## config.mk

```make
export PLATFORM = sky130hd
export DESIGN_NAME = avalon_write_master
export DESIGN_NICKNAME = d
export VERILOG_FILES = /design/src/rtl/avalon_write_master.sv
export SDC_FILE = /design/constraint.sdc
export NUM_CORES = 1
export LEC_CHECK = 0
export ABC_CLOCK_PERIOD_IN_PS = 2300
export BUFFER_PORTS_ARGS = -buffer_cell sky130_fd_sc_hd__buf_2
export CORE_AREA = 2 2 192 194
export CTS_BUF_LIST = sky130_fd_sc_hd__clkbuf_8
export CTS_CLUSTER_DIAMETER = 60
export DETAILED_ROUTE_END_ITERATION = 8
export DIE_AREA = 0 0 194 196
export PLACE_DENSITY = 0.48
export SLEW_MARGIN = 20
export SYNTH_ARGS = -nofsm -noshare
export SYNTH_HDL_FRONTEND = slang
export SYNTH_SLANG_ARGS = --single-unit
```

## constraint.sdc

```tcl
create_clock -name clk -period 2.3 [get_ports clk]
set_clock_uncertainty 0.05 [all_clocks]
set_input_delay 0.46 -clock clk [delete_from_list [all_inputs] [get_ports clk]]
set_output_delay 0.46 -clock clk [all_outputs]
set_load 0.01 [all_outputs]
```

## src/rtl/avalon_write_master.sv

```systemverilog
// -----------------------------------------------------------------------------
// avalon_write_master
//   Avalon-MM write initiator for the 8-bit-address / 32-bit-data write-only
//   slave port. Commands arrive on a valid/ready port, are queued in a small
//   FIFO, and are issued in order as Avalon-MM writes that honour
//   m_waitrequest. Completed writes are counted. A slave that stalls one write
//   for TIMEOUT consecutive edges causes that write to be abandoned, and a
//   sticky error flag is raised.
//
// Ports
//   clk, rst_in                      clock, asynchronous active-high reset
//   cmd_valid/cmd_ready              command handshake
//   cmd_address, cmd_data            command payload
//   m_address, m_write, m_writedata  Avalon-MM write master outputs
//   m_waitrequest                    slave stall input
//   busy                             transfer in progress or commands queued
//   done_count                       completed writes (wrapping)
//   timeout_err, clr_err             sticky stall-timeout flag and its clear
// -----------------------------------------------------------------------------
module avalon_write_master #(
   parameter int unsigned ADDR_W  = 8,
   parameter int unsigned DATA_W  = 32,
   parameter int unsigned DEPTH   = 4,
   parameter int unsigned TIMEOUT = 256,
   parameter int unsigned CNT_W   = 16
) (
   input  logic              clk,
   input  logic              rst_in,
   input  logic              cmd_valid,
   output logic              cmd_ready,
   input  logic [ADDR_W-1:0] cmd_address,
   input  logic [DATA_W-1:0] cmd_data,
   output logic [ADDR_W-1:0] m_address,
   output logic              m_write,
   output logic [DATA_W-1:0] m_writedata,
   input  logic              m_waitrequest,
   output logic              busy,
   output logic [CNT_W-1:0]  done_count,
   output logic              timeout_err,
   input  logic              clr_err
);

   localparam int unsigned PTR_W  = $clog2(DEPTH);
   localparam int unsigned WAIT_W = (TIMEOUT > 1) ? $clog2(TIMEOUT) : 1;
   // Counter value at which the next stalled edge is the TIMEOUT-th one.
   localparam logic [WAIT_W-1:0] WAIT_LAST = WAIT_W'((TIMEOUT == 0) ? 0 : TIMEOUT - 1);

   localparam logic [0:0] ST_IDLE  = 1'b0;
   localparam logic [0:0] ST_WRITE = 1'b1;

   logic [ADDR_W+DATA_W-1:0] mem_q [DEPTH];
   logic [PTR_W-1:0]         wr_ptr_q, wr_ptr_d;
   logic [PTR_W-1:0]         rd_ptr_q, rd_ptr_d;
   logic [PTR_W:0]           count_q, count_d;

   logic [0:0]               state_q, state_d;
   logic [ADDR_W-1:0]        addr_q, addr_d;
   logic [DATA_W-1:0]        data_q, data_d;
   logic [WAIT_W-1:0]        wait_q, wait_d;
   logic [CNT_W-1:0]         done_q, done_d;
   logic                     err_q, err_d;

   logic full, empty, push, pop, complete, stall, abort;

   assign full      = (count_q == (PTR_W+1)'(DEPTH));
   assign empty     = (count_q == '0);
   assign cmd_ready = !full && !rst_in;
   assign push      = cmd_valid && cmd_ready;

   assign complete  = (state_q == ST_WRITE) && !m_waitrequest;
   assign stall     = (state_q == ST_WRITE) && m_waitrequest;
   assign abort     = stall && (TIMEOUT != 0) && (wait_q == WAIT_LAST);
   // A pop loads the output registers: from IDLE whenever something is queued,
   // or on the completing edge of a write for back-to-back issue.
   assign pop       = !empty && ((state_q == ST_IDLE) || complete);

   always_comb begin
      state_d  = state_q;
      addr_d   = addr_q;
      data_d   = data_q;
      wait_d   = wait_q;
      done_d   = done_q;
      err_d    = err_q && !clr_err;
      wr_ptr_d = wr_ptr_q;
      rd_ptr_d = rd_ptr_q;
      count_d  = count_q;

      case (state_q)
         ST_IDLE: begin
            if (pop) state_d = ST_WRITE;
         end
         default: begin
            if (complete) begin
               done_d = done_q + CNT_W'(1);
               if (!pop) state_d = ST_IDLE;
            end else if (abort) begin
               state_d = ST_IDLE;
               err_d   = 1'b1;
            end else begin
               wait_d = wait_q + WAIT_W'(1);
            end
         end
      endcase

      if (pop) begin
         {addr_d, data_d} = mem_q[rd_ptr_q];
         wait_d           = '0;
         rd_ptr_d         = rd_ptr_q + PTR_W'(1);
      end
      if (push) wr_ptr_d = wr_ptr_q + PTR_W'(1);

      case ({push, pop})
         2'b10:   count_d = count_q + (PTR_W+1)'(1);
         2'b01:   count_d = count_q - (PTR_W+1)'(1);
         default: count_d = count_q;
      endcase
   end

   always_ff @(posedge clk or posedge rst_in) begin
      if (rst_in) begin
         state_q  <= ST_IDLE;
         addr_q   <= '0;
         data_q   <= '0;
         wait_q   <= '0;
         done_q   <= '0;
         err_q    <= 1'b0;
         wr_ptr_q <= '0;
         rd_ptr_q <= '0;
         count_q  <= '0;
      end else begin
         state_q  <= state_d;
         addr_q   <= addr_d;
         data_q   <= data_d;
         wait_q   <= wait_d;
         done_q   <= done_d;
         err_q    <= err_d;
         wr_ptr_q <= wr_ptr_d;
         rd_ptr_q <= rd_ptr_d;
         count_q  <= count_d;
      end
   end

   // FIFO storage needs no reset: the pointers and count define its contents.
   always_ff @(posedge clk) begin
      if (push) mem_q[wr_ptr_q] <= {cmd_address, cmd_data};
   end

   // m_write is decoded from the state so that reset drops it immediately.
   assign m_write     = (state_q == ST_WRITE);
   assign m_address   = addr_q;
   assign m_writedata = data_q;
   assign busy        = (state_q != ST_IDLE) || !empty;
   assign done_count  = done_q;
   assign timeout_err = err_q;

endmodule

```

==> results by stage, run 1 <==
Setup path:
- The endpoint arrival time on the critical path is 1.73 ns.
- The buffer and inverter count on the worst path is 2.
- The maximum net fanout on the critical path is 4.
- In this design, the critical path's most frequently occurring cell is sky130_fd_sc_hd__buf_6.
- The startpoint-to-endpoint class of the critical path is flop to output port.
- The startpoint kind of the worst setup timing path is a flop.
- The slowest stage of the critical path is the sky130_fd_sc_hd__or4_4 cell.
- The cell class contributing the biggest share of worst-path delay is simple AND/OR/NAND/NOR gates.
- The kind of capture point of the worst setup path is an output port.
- At the worst endpoint, the required time is 1.79 ns.
- The signal on the critical path passes through buf_6 > or4_4 > buf_6.
- The stage delay of the slowest cell on the critical path is 0.52 ns.

Routing:
- The met1 wire length is 9224 microns.
- The remaining routing DRC violations is 0.
- The routed design has 20,160 microns of wire.
- The length of routed met2 wiring is 9371 microns.
- After detailed routing, the met3 layer carries 1047 microns of wire.
- The via count is 4,894.
- The remaining antenna violation count after routing is 0.
- The first-pass iteration count of the detailed router is 4.
- The wire length per cell after detailed routing is 17.09 microns.
- The first routing iteration left 152 violations.
- The number of vias per cell after detailed routing is 4.147.
- Routed signal wires occupy layers up through met5.

Clock network:
- The clock reaches the later pin of the worst-skew pair after 0.54 ns.
- Clock-pin slew was measured on the worst setup and hold paths at 0.06 ns.
- The CTS tree is built.
- The number of levels the H-tree was split into is 2.
- The number of clock buffers added by TritonCTS is 42.
- The maximum clock insertion buffer count is 3.
- The tree built by TritonCTS fans out to 233 sinks.
- The master cell of the clock root buffer is sky130_fd_sc_hd__clkbuf_8.

Final layout:
- Relative to the synthesized area, the layout overhead comes to 24.25%.
- 0 antenna diodes ended up in the layout.
- In the final design database the tool counted 733 nets.
- The area of all placed cells without fillers is 11,040 sq um.
- The layout filler cell count is 3,649.
- The utilization after layout is 0.3059.
- The share of layout cells above drive strength 1 is 0.3315.

STA:
- Timing would allow up to 447.3 MHz.
- The final max-slew violation count came to 0.
- Setup repair after global routing could not meet its margin everywhere.
- The final critical path time including I/O delays and setup is 2.236 ns.
- The number of endpoints with negative hold slack in the final report is 0.
- For the final routed database, the setup TNS stands at 0 ns.
- The final-report setup violation count is 0.
- The transition time at the pin with the least slew margin is 0.6429 ns.
- The worst pin sits at a relative slew slack of 0.5714.
- On the final layout, the worst hold slack is 0.08390 ns.
- The ratio of final minimum period to clock period is 0.9720.

Global route:
- The number of antenna violations at the first check in global routing is 2.
- The global-route wire length before repair is 31,500 microns.
- The number of global-route vias before repair is 5,273.
- The sum of overflow across all layers after global routing is 0.
- The pin count of the biggest net entering global routing is 74.
- The total global-route track usage is 0.1088.

Synth:
- The most used flip-flop cell after synthesis is sky130_fd_sc_hd__edfxtp_1.
- The synthesized netlist contains 39 unique library cells.
- Synthesis handed over a netlist of 528 instances.
- The sequential-to-total area share from yosys stat is 0.7465.
- The average instance in the mapped netlist occupies 16.82 sq um.
- For this run, the number of Yosys warnings is 0.
- The synthesized netlist occupies a cell area of 8884 sq um.
- In this run, synthesis produced a sequential element count of 233.
- The net count after synthesis is 581.
- The fraction of registers with async set or reset after synthesis is 0.3133.
- Yosys mapped a number of flops with a built-in enable equal to 160.

Job:
- Max-cap violations in this run came to 0.

Floorplan:
- The initial core utilization is 0.2462.
- The floorplan has 70 rows.
- For this design the top-level I/O count stands at 105.
- The floorplan die height is 196 microns.
- In this run the standard cell core region covers 36,080 sq um.
- The die covers 38,020 sq um.
- The die boundary width is 194 microns.

Status:
- The run finished with clean final reports.

Min path:
- The path class of the lowest-slack min-delay path is input port to flop.

Place:
- Summed over all nets, the half-perimeter wirelength after detailed placement is 11,330 microns.
- Buffers placed on the I/O ports in this run total 104.
- The placed instances occupy a cell area of 10,180 sq um.
- At the end of routability-driven placement, the weighted congestion stood at 0.6732.

Power and ir drop:
- The total power of the final layout is 13.11 mW.
- In this run the power density over the cells is 1188 nW/um^2.
- The highest ir drop seen on vdd is 468.3 uV.
- The leakage dissipation is 4.323 nW.
-- path summary, 6_finish.rpt --
path                                start               to  slack [ns]  depth (start not counted)
setup / recovery               count_q[0]             busy        0.06                          3
hold / removal                cmd_data[6]      mem_q[0][6]        0.08                          1
setup reg to reg               count_q[0]       count_q[2]        0.18                         11
hold reg to reg            done_count[15]   done_count[15]        0.41                          1
max in group asynchronous          rst_in  m_writedata[18]        1.27                          4
min in group asynchronous          rst_in       count_q[1]        0.56                          4
-- metrics by stage --
| stage | setup slack (ns) | std cells |
|---|---|---|
| finish | 0.06434 | 1180 |
| global route | -0.008266 | 1180 |
| CTS | 0.005242 | 1179 |
| detailed placement | 0.2506 | 1101 |
| global placement | 0.2434 | 1101 |
| floorplan | 0.01831 | 528 |
-- flip-flops by register name, indices dropped and copies added, names as in the netlist --
name	cells
done_count	16
m_write	1
mem_q	160
m_writedata	32
wait_q	8
wr_ptr_q	2
timeout_err	1
count_q	3
rd_ptr_q	2
m_address	8
-- cell usage in the layout, fill, tap and decap left out, drive strengths merged, types with 2 or more instances in the layout --
master	netlist	final
edfxtp	160	160
nand2	130	130
buf	9	126
dfrtp	73	73
clkbuf	10	47
mux4	40	40
inv	14	20
clkinv	0	19
xnor2	11	11
nor2	10	10
xor2	10	10
nand3	7	7
ha	7	7
and3	6	6
nor3	5	5
o41ai	4	4
nand4	3	3
o311ai	3	3
or3	3	3
o21ai	2	2
a21oi	2	2
clkinvlp	0	2
mux2	2	2
bufinv	0	2
nor4	2	2
o31ai	2	2
or4	2	2
-- final cells by class --
class,count,area [sq um],share of cell area
clock buffer,47,646.9,0.05860
clock inverter,29,167.7,0.01519
inverter,14,56.30,0.005101
multi-input combinational,262,2140,0.1938
sequential,233,6636,0.6012
tap,468,585.6,0.05305
timing repair buffer,127,805.8,0.07300
-- where the power goes --
part	total, mW	switching [mW]	internal, mW	leakage (nW)
sequential	5.84	0.502	5.33	2.36
combinational	3.52	1.88	1.64	1.52
clock	3.75	1.67	2.09	0.438
total	13.1	4.05	9.06	4.32
-- repair_timing --
item	CTS	global route
resized for setup	0	5
hold buffers	1	0
buffers inserted	1	1
hold endpoints to repair	1	0
endpoints found under the setup margin	1	2
pin swaps	0	1
-- layer usage --
| metal | track usage | vias up |
|---|---|---|
| met2 | 0.1749 | 108 |
| met5 | 0 | - |
| met1 | 0.1417 | 2459 |
| li1 | - | 2274 |
| met3 | 0.03043 | 49 |
| met4 | 0.03760 | 4 |
-- cells in the mapped netlist, types with 3 or more instances --
library cell / n / area [sq um]
sky130_fd_sc_hd__clkbuf_1: 10 / 37.54
sky130_fd_sc_hd__o41ai_1: 4 / 35.03
sky130_fd_sc_hd__edfxtp_1: 160 / 4805
sky130_fd_sc_hd__nand2_1: 130 / 488.0
sky130_fd_sc_hd__buf_2: 7 / 35.03
sky130_fd_sc_hd__inv_1: 13 / 48.80
sky130_fd_sc_hd__mux4_2: 40 / 900.9
sky130_fd_sc_hd__and3_1: 6 / 37.54
sky130_fd_sc_hd__dfrtp_1: 73 / 1827
sky130_fd_sc_hd__nor2_1: 10 / 37.54
sky130_fd_sc_hd__nand4_1: 3 / 18.77
sky130_fd_sc_hd__or3_1: 3 / 18.77
sky130_fd_sc_hd__nor3_1: 5 / 25.02
sky130_fd_sc_hd__xor2_1: 10 / 87.58
sky130_fd_sc_hd__nand3_1: 7 / 35.03
sky130_fd_sc_hd__ha_1: 7 / 87.58
sky130_fd_sc_hd__xnor2_1: 11 / 96.34
sky130_fd_sc_hd__o311ai_0: 3 / 26.28
-- logic make-up (layout without fill, tap and decap cells) --
logic type	count (synthesis)	after routing	synth area share
flip-flops	233	233	0.7465
AND/OR/NAND/NOR	172	172	0.08141
multiplexers	43	43	0.1051
buffers and inverters	33	217	0.01493
XOR/XNOR	21	21	0.02070
AO/OA/AOI/OAI	18	18	0.01930
adder cells (fa/ha/maj)	8	8	0.01211
Note: power is estimated with default switching activity, not from simulation.
==> run 2, diff against run 1 <==
Settings changed: CORE_AREA 2 2 192 194 to 2 2 153 155, DIE_AREA 0 0 194 196 to 0 0 155 157, PLACE_DENSITY 0.48 to 0.66.
==> run 2 against run 1 <==
Sequential power increased by 1%. Wire length shrank 11%. Global-route usage grew 4.2 points. Critical path type unchanged. Non-clock buffer count fell by 1.
==> results by stage, run 2 (synthesis results as in run 1) <==
Setup path:
- Of all nets on the critical path, the largest fanout is 4.
- At the worst endpoint, the required time is 1.79 ns.
- Tracing the worst setup path back leads to its startpoint at count_q[0].
- The kind of capture point of the worst setup path is an output port.
- The critical path is of the flop to output port type.
- Setup slack on the worst reg-to-reg path comes out at 0.22 ns.
- The buffer and inverter count on the worst path is 2.
- STA classifies the critical path startpoint as a flop.
- The endpoint arrival time on the critical path is 1.73 ns.
- In this run the critical register-to-register path is launched from count_q[1].
- The termination of the worst setup path is busy.
- On the worst path, the slowest cell contributes a delay of 0.54 ns.
- The most prevalent standard cell on the critical path is sky130_fd_sc_hd__buf_6.
- The endpoint of the most critical register-to-register path is count_q[2].
- The signal on the critical path passes through buf_6 > or4_4 > buf_6.
- Counting buffers and inverters, the worst setup path is 3 cells deep.
- The cell class contributing the biggest share of worst-path delay is simple AND/OR/NAND/NOR gates.
- On the critical path, the stage with the largest delay is an instance of sky130_fd_sc_hd__or4_4.
- The length in cells of the worst reg-to-reg path is 10.

Clock network:
- In this run the number of H-tree levels came out at 2.
- Counting the buffers created by CTS gives 39.
- The clock latency of the later-clocked register in the worst-skew pair is 0.52 ns.
- For this design, the sink count on the clock tree is 233.
- The clock passes through at most 3 buffers.
- The clock-pin slew reported for the worst setup and hold paths after clock tree synthesis is 0.06 ns.
- Once the clock tree was built, the setup fixing pass inserted 0 buffers.
- The root buffer cell chosen for the clock tree is sky130_fd_sc_hd__clkbuf_8.
- The CTS tree is built.

Routing:
- Dividing the detail-routed wire length by the instance count gives 18.08 microns.
- The met1 wire length is 7585 microns.
- The first-pass iteration count of the detailed router is 5.
- The routed wire length is 17,960 microns.
- The routed layout has 4,943 vias.
- After detailed routing, the met2 layer carries 9023 microns of wire.
- After the first detailed-routing iteration, the DRC count stood at 263.
- The remaining routing DRC violations is 0.
- After detailed routing, the number of vias per cell comes to 4.978.
- The remaining antenna violation count after routing is 0.
- Wire segments on met3 add up to 1048 microns in the final route.
- The top routing layer in use is met5.

STA:
- Setup violations remaining at the end of the flow were counted as 0.
- Based on the critical path, the design can be clocked at up to 447.0 MHz.
- Setup repair after global routing left no endpoint under its margin.
- The final total negative setup slack is 0 ns.
- The final max-slew violation count was 0.
- The number of endpoints with negative hold slack in the final report is 0.
- The final critical path time including I/O delays and setup is 2.237 ns.
- The ratio of final minimum period to clock period is 0.9726.
- For the pin with the worst max-slew slack, the measured transition is 0.5778 ns.
- The tightest slew margin relative to the limit is 0.6148.

Final layout:
- Of the cells placed in the final design, the portion with a size suffix greater than 1 is 0.3281.
- Ranked by flip-flop count, first place goes to mem_q.
- The number of nets at the end of the flow is 729.
- The flip-flop count of the largest register, all copies and words added is 160.
- In the layout the commonest cells are 160 x sky130_fd_sc_hd__edfxtp_1, 129 x sky130_fd_sc_hd__nand2_1, 103 x sky130_fd_sc_hd__buf_2.
- The area added between synthesis and finish is 20.39%.
- The library cell used most frequently in the layout, excluding fill and tap cells, is sky130_fd_sc_hd__edfxtp_1.
- The non-filler instance count after layout is 993.

Global route:
- The total global-route track usage is 0.1510.
- Summed over all layers, the global routing overflow is 0.
- The number of antenna violations at the first check in global routing is 2.
- The number of global-route vias before repair is 5,337.
- The first global-routing pass estimated 28,340 microns of wire.
- Entering global routing, the biggest net connects 46 pins.

Status:
- The flow ran to the end, and the final reports show no timing, DRC or antenna violations.

Floorplan:
- In this run the core area contains 55 standard-cell rows.
- The core region area is 22,500 sq um.
- The initial core utilization is 0.3948.
- The die covers 24,340 sq um.
- Pin placement for this block handled 105 I/O pins.
- The die is 157 microns tall.
- From left edge to right edge, the die measures 155 microns.

Place:
- After detailed placement, the design holds a cell count of 919.
- The post-detailed-placement half-perimeter wirelength is 10,730 microns.
- The total of buffers placed on input and output ports is 104.
- The congestion estimate from routability-driven global placement came to 0.7474.

Power and ir drop:
- The analysis attributes to cell leakage a power of 4.312 nW.
- For this design the ratio of total power to cell area is 1180 nW/um^2.
- Across the VDD grid, the largest voltage drop is 394.0 uV.

Job:
- The max-capacitance violation count is 0.

Min path:
- The path class of the lowest-slack min-delay path is input port to flop.
==> run 2: what timing repair did <==
action	CTS	global route
endpoints found under the hold margin	16	0
gates resized for setup	2	1
setup endpoints to repair	1	1
hold buffers	1	0
==> run 2: area by class of cell <==
| type | instances | area (sq um) |
|---|---|---|
| inverter | 14 | 56.30 |
| timing repair buffer | 126 | 760.7 |
| clock buffer | 47 | 646.9 |
| clock inverter | 25 | 105.1 |
| antenna | 1 | 2.502 |
| tap | 285 | 356.6 |
| multi-input combinational | 262 | 2131 |
| sequential | 233 | 6636 |
| fill | 1936 | 11810 |
==> run 2: how the worst min path moves through the flow <==
stage / from / end / cells after the start
final: cmd_data[23] / mem_q[0][23] / 1
after global routing: cmd_data[8] / mem_q[2][8] / 1
after CTS: cmd_data[9] / mem_q[2][9] / 1
after detailed placement: m_writedata[20] / m_writedata[20] / 2
after global placement: m_writedata[18] / m_writedata[18] / 2
after floorplan: wait_q[6] / wait_q[6] / 1
==> run 2: where the power goes <==
group	switching [mW]	internal (mW)	total (mW)	leakage, nW
sequential	0.588	5.33	5.92	2.36
clock	1.57	1.85	3.42	0.447
combinational	1.72	1.56	3.28	1.50
==> run 2: layer usage <==
| layer | global-route usage | vias up |
|---|---|---|
| met2 | 0.2610 | 136 |
| met1 | 0.1832 | 2516 |
| met4 | 0.04541 | 2 |
| li1 | - | 2259 |
| met5 | 0 | - |
| met3 | 0.04653 | 30 |
==> run 2: per-stage QoR <==
step | util | cell area, sq um | total power [mW] | setup slack (ns) | hold WS, ns
floorplan | - | 8895 | 8.032 | 0.01831 | 0.3974
global placement | 0.4407 | 9917 | 9.241 | 0.2394 | 0.4027
detailed placement | 0.4407 | 9917 | 9.351 | 0.1868 | 0.4079
CTS | 0.4750 | 10690 | 12.83 | 0.003136 | 0.06505
global route | 0.4752 | 10690 | 13.39 | 0.008128 | 0.06567
finish | 0.4753 | 10700 | 12.62 | 0.06310 | 0.09805
==> run 2: worst reg2reg max path: stages (launching register included) <==
cell                      delay (ns)
sky130_fd_sc_hd__dfrtp_1        0.38
sky130_fd_sc_hd__inv_1          0.12
sky130_fd_sc_hd__a31oi_1        0.12
sky130_fd_sc_hd__and2_1         0.21
sky130_fd_sc_hd__inv_1          0.07
sky130_fd_sc_hd__ha_1           0.18
sky130_fd_sc_hd__inv_1          0.06
sky130_fd_sc_hd__fa_1           0.37
sky130_fd_sc_hd__xor2_1         0.18
sky130_fd_sc_hd__nor2_1         0.11
sky130_fd_sc_hd__xor2_1         0.16
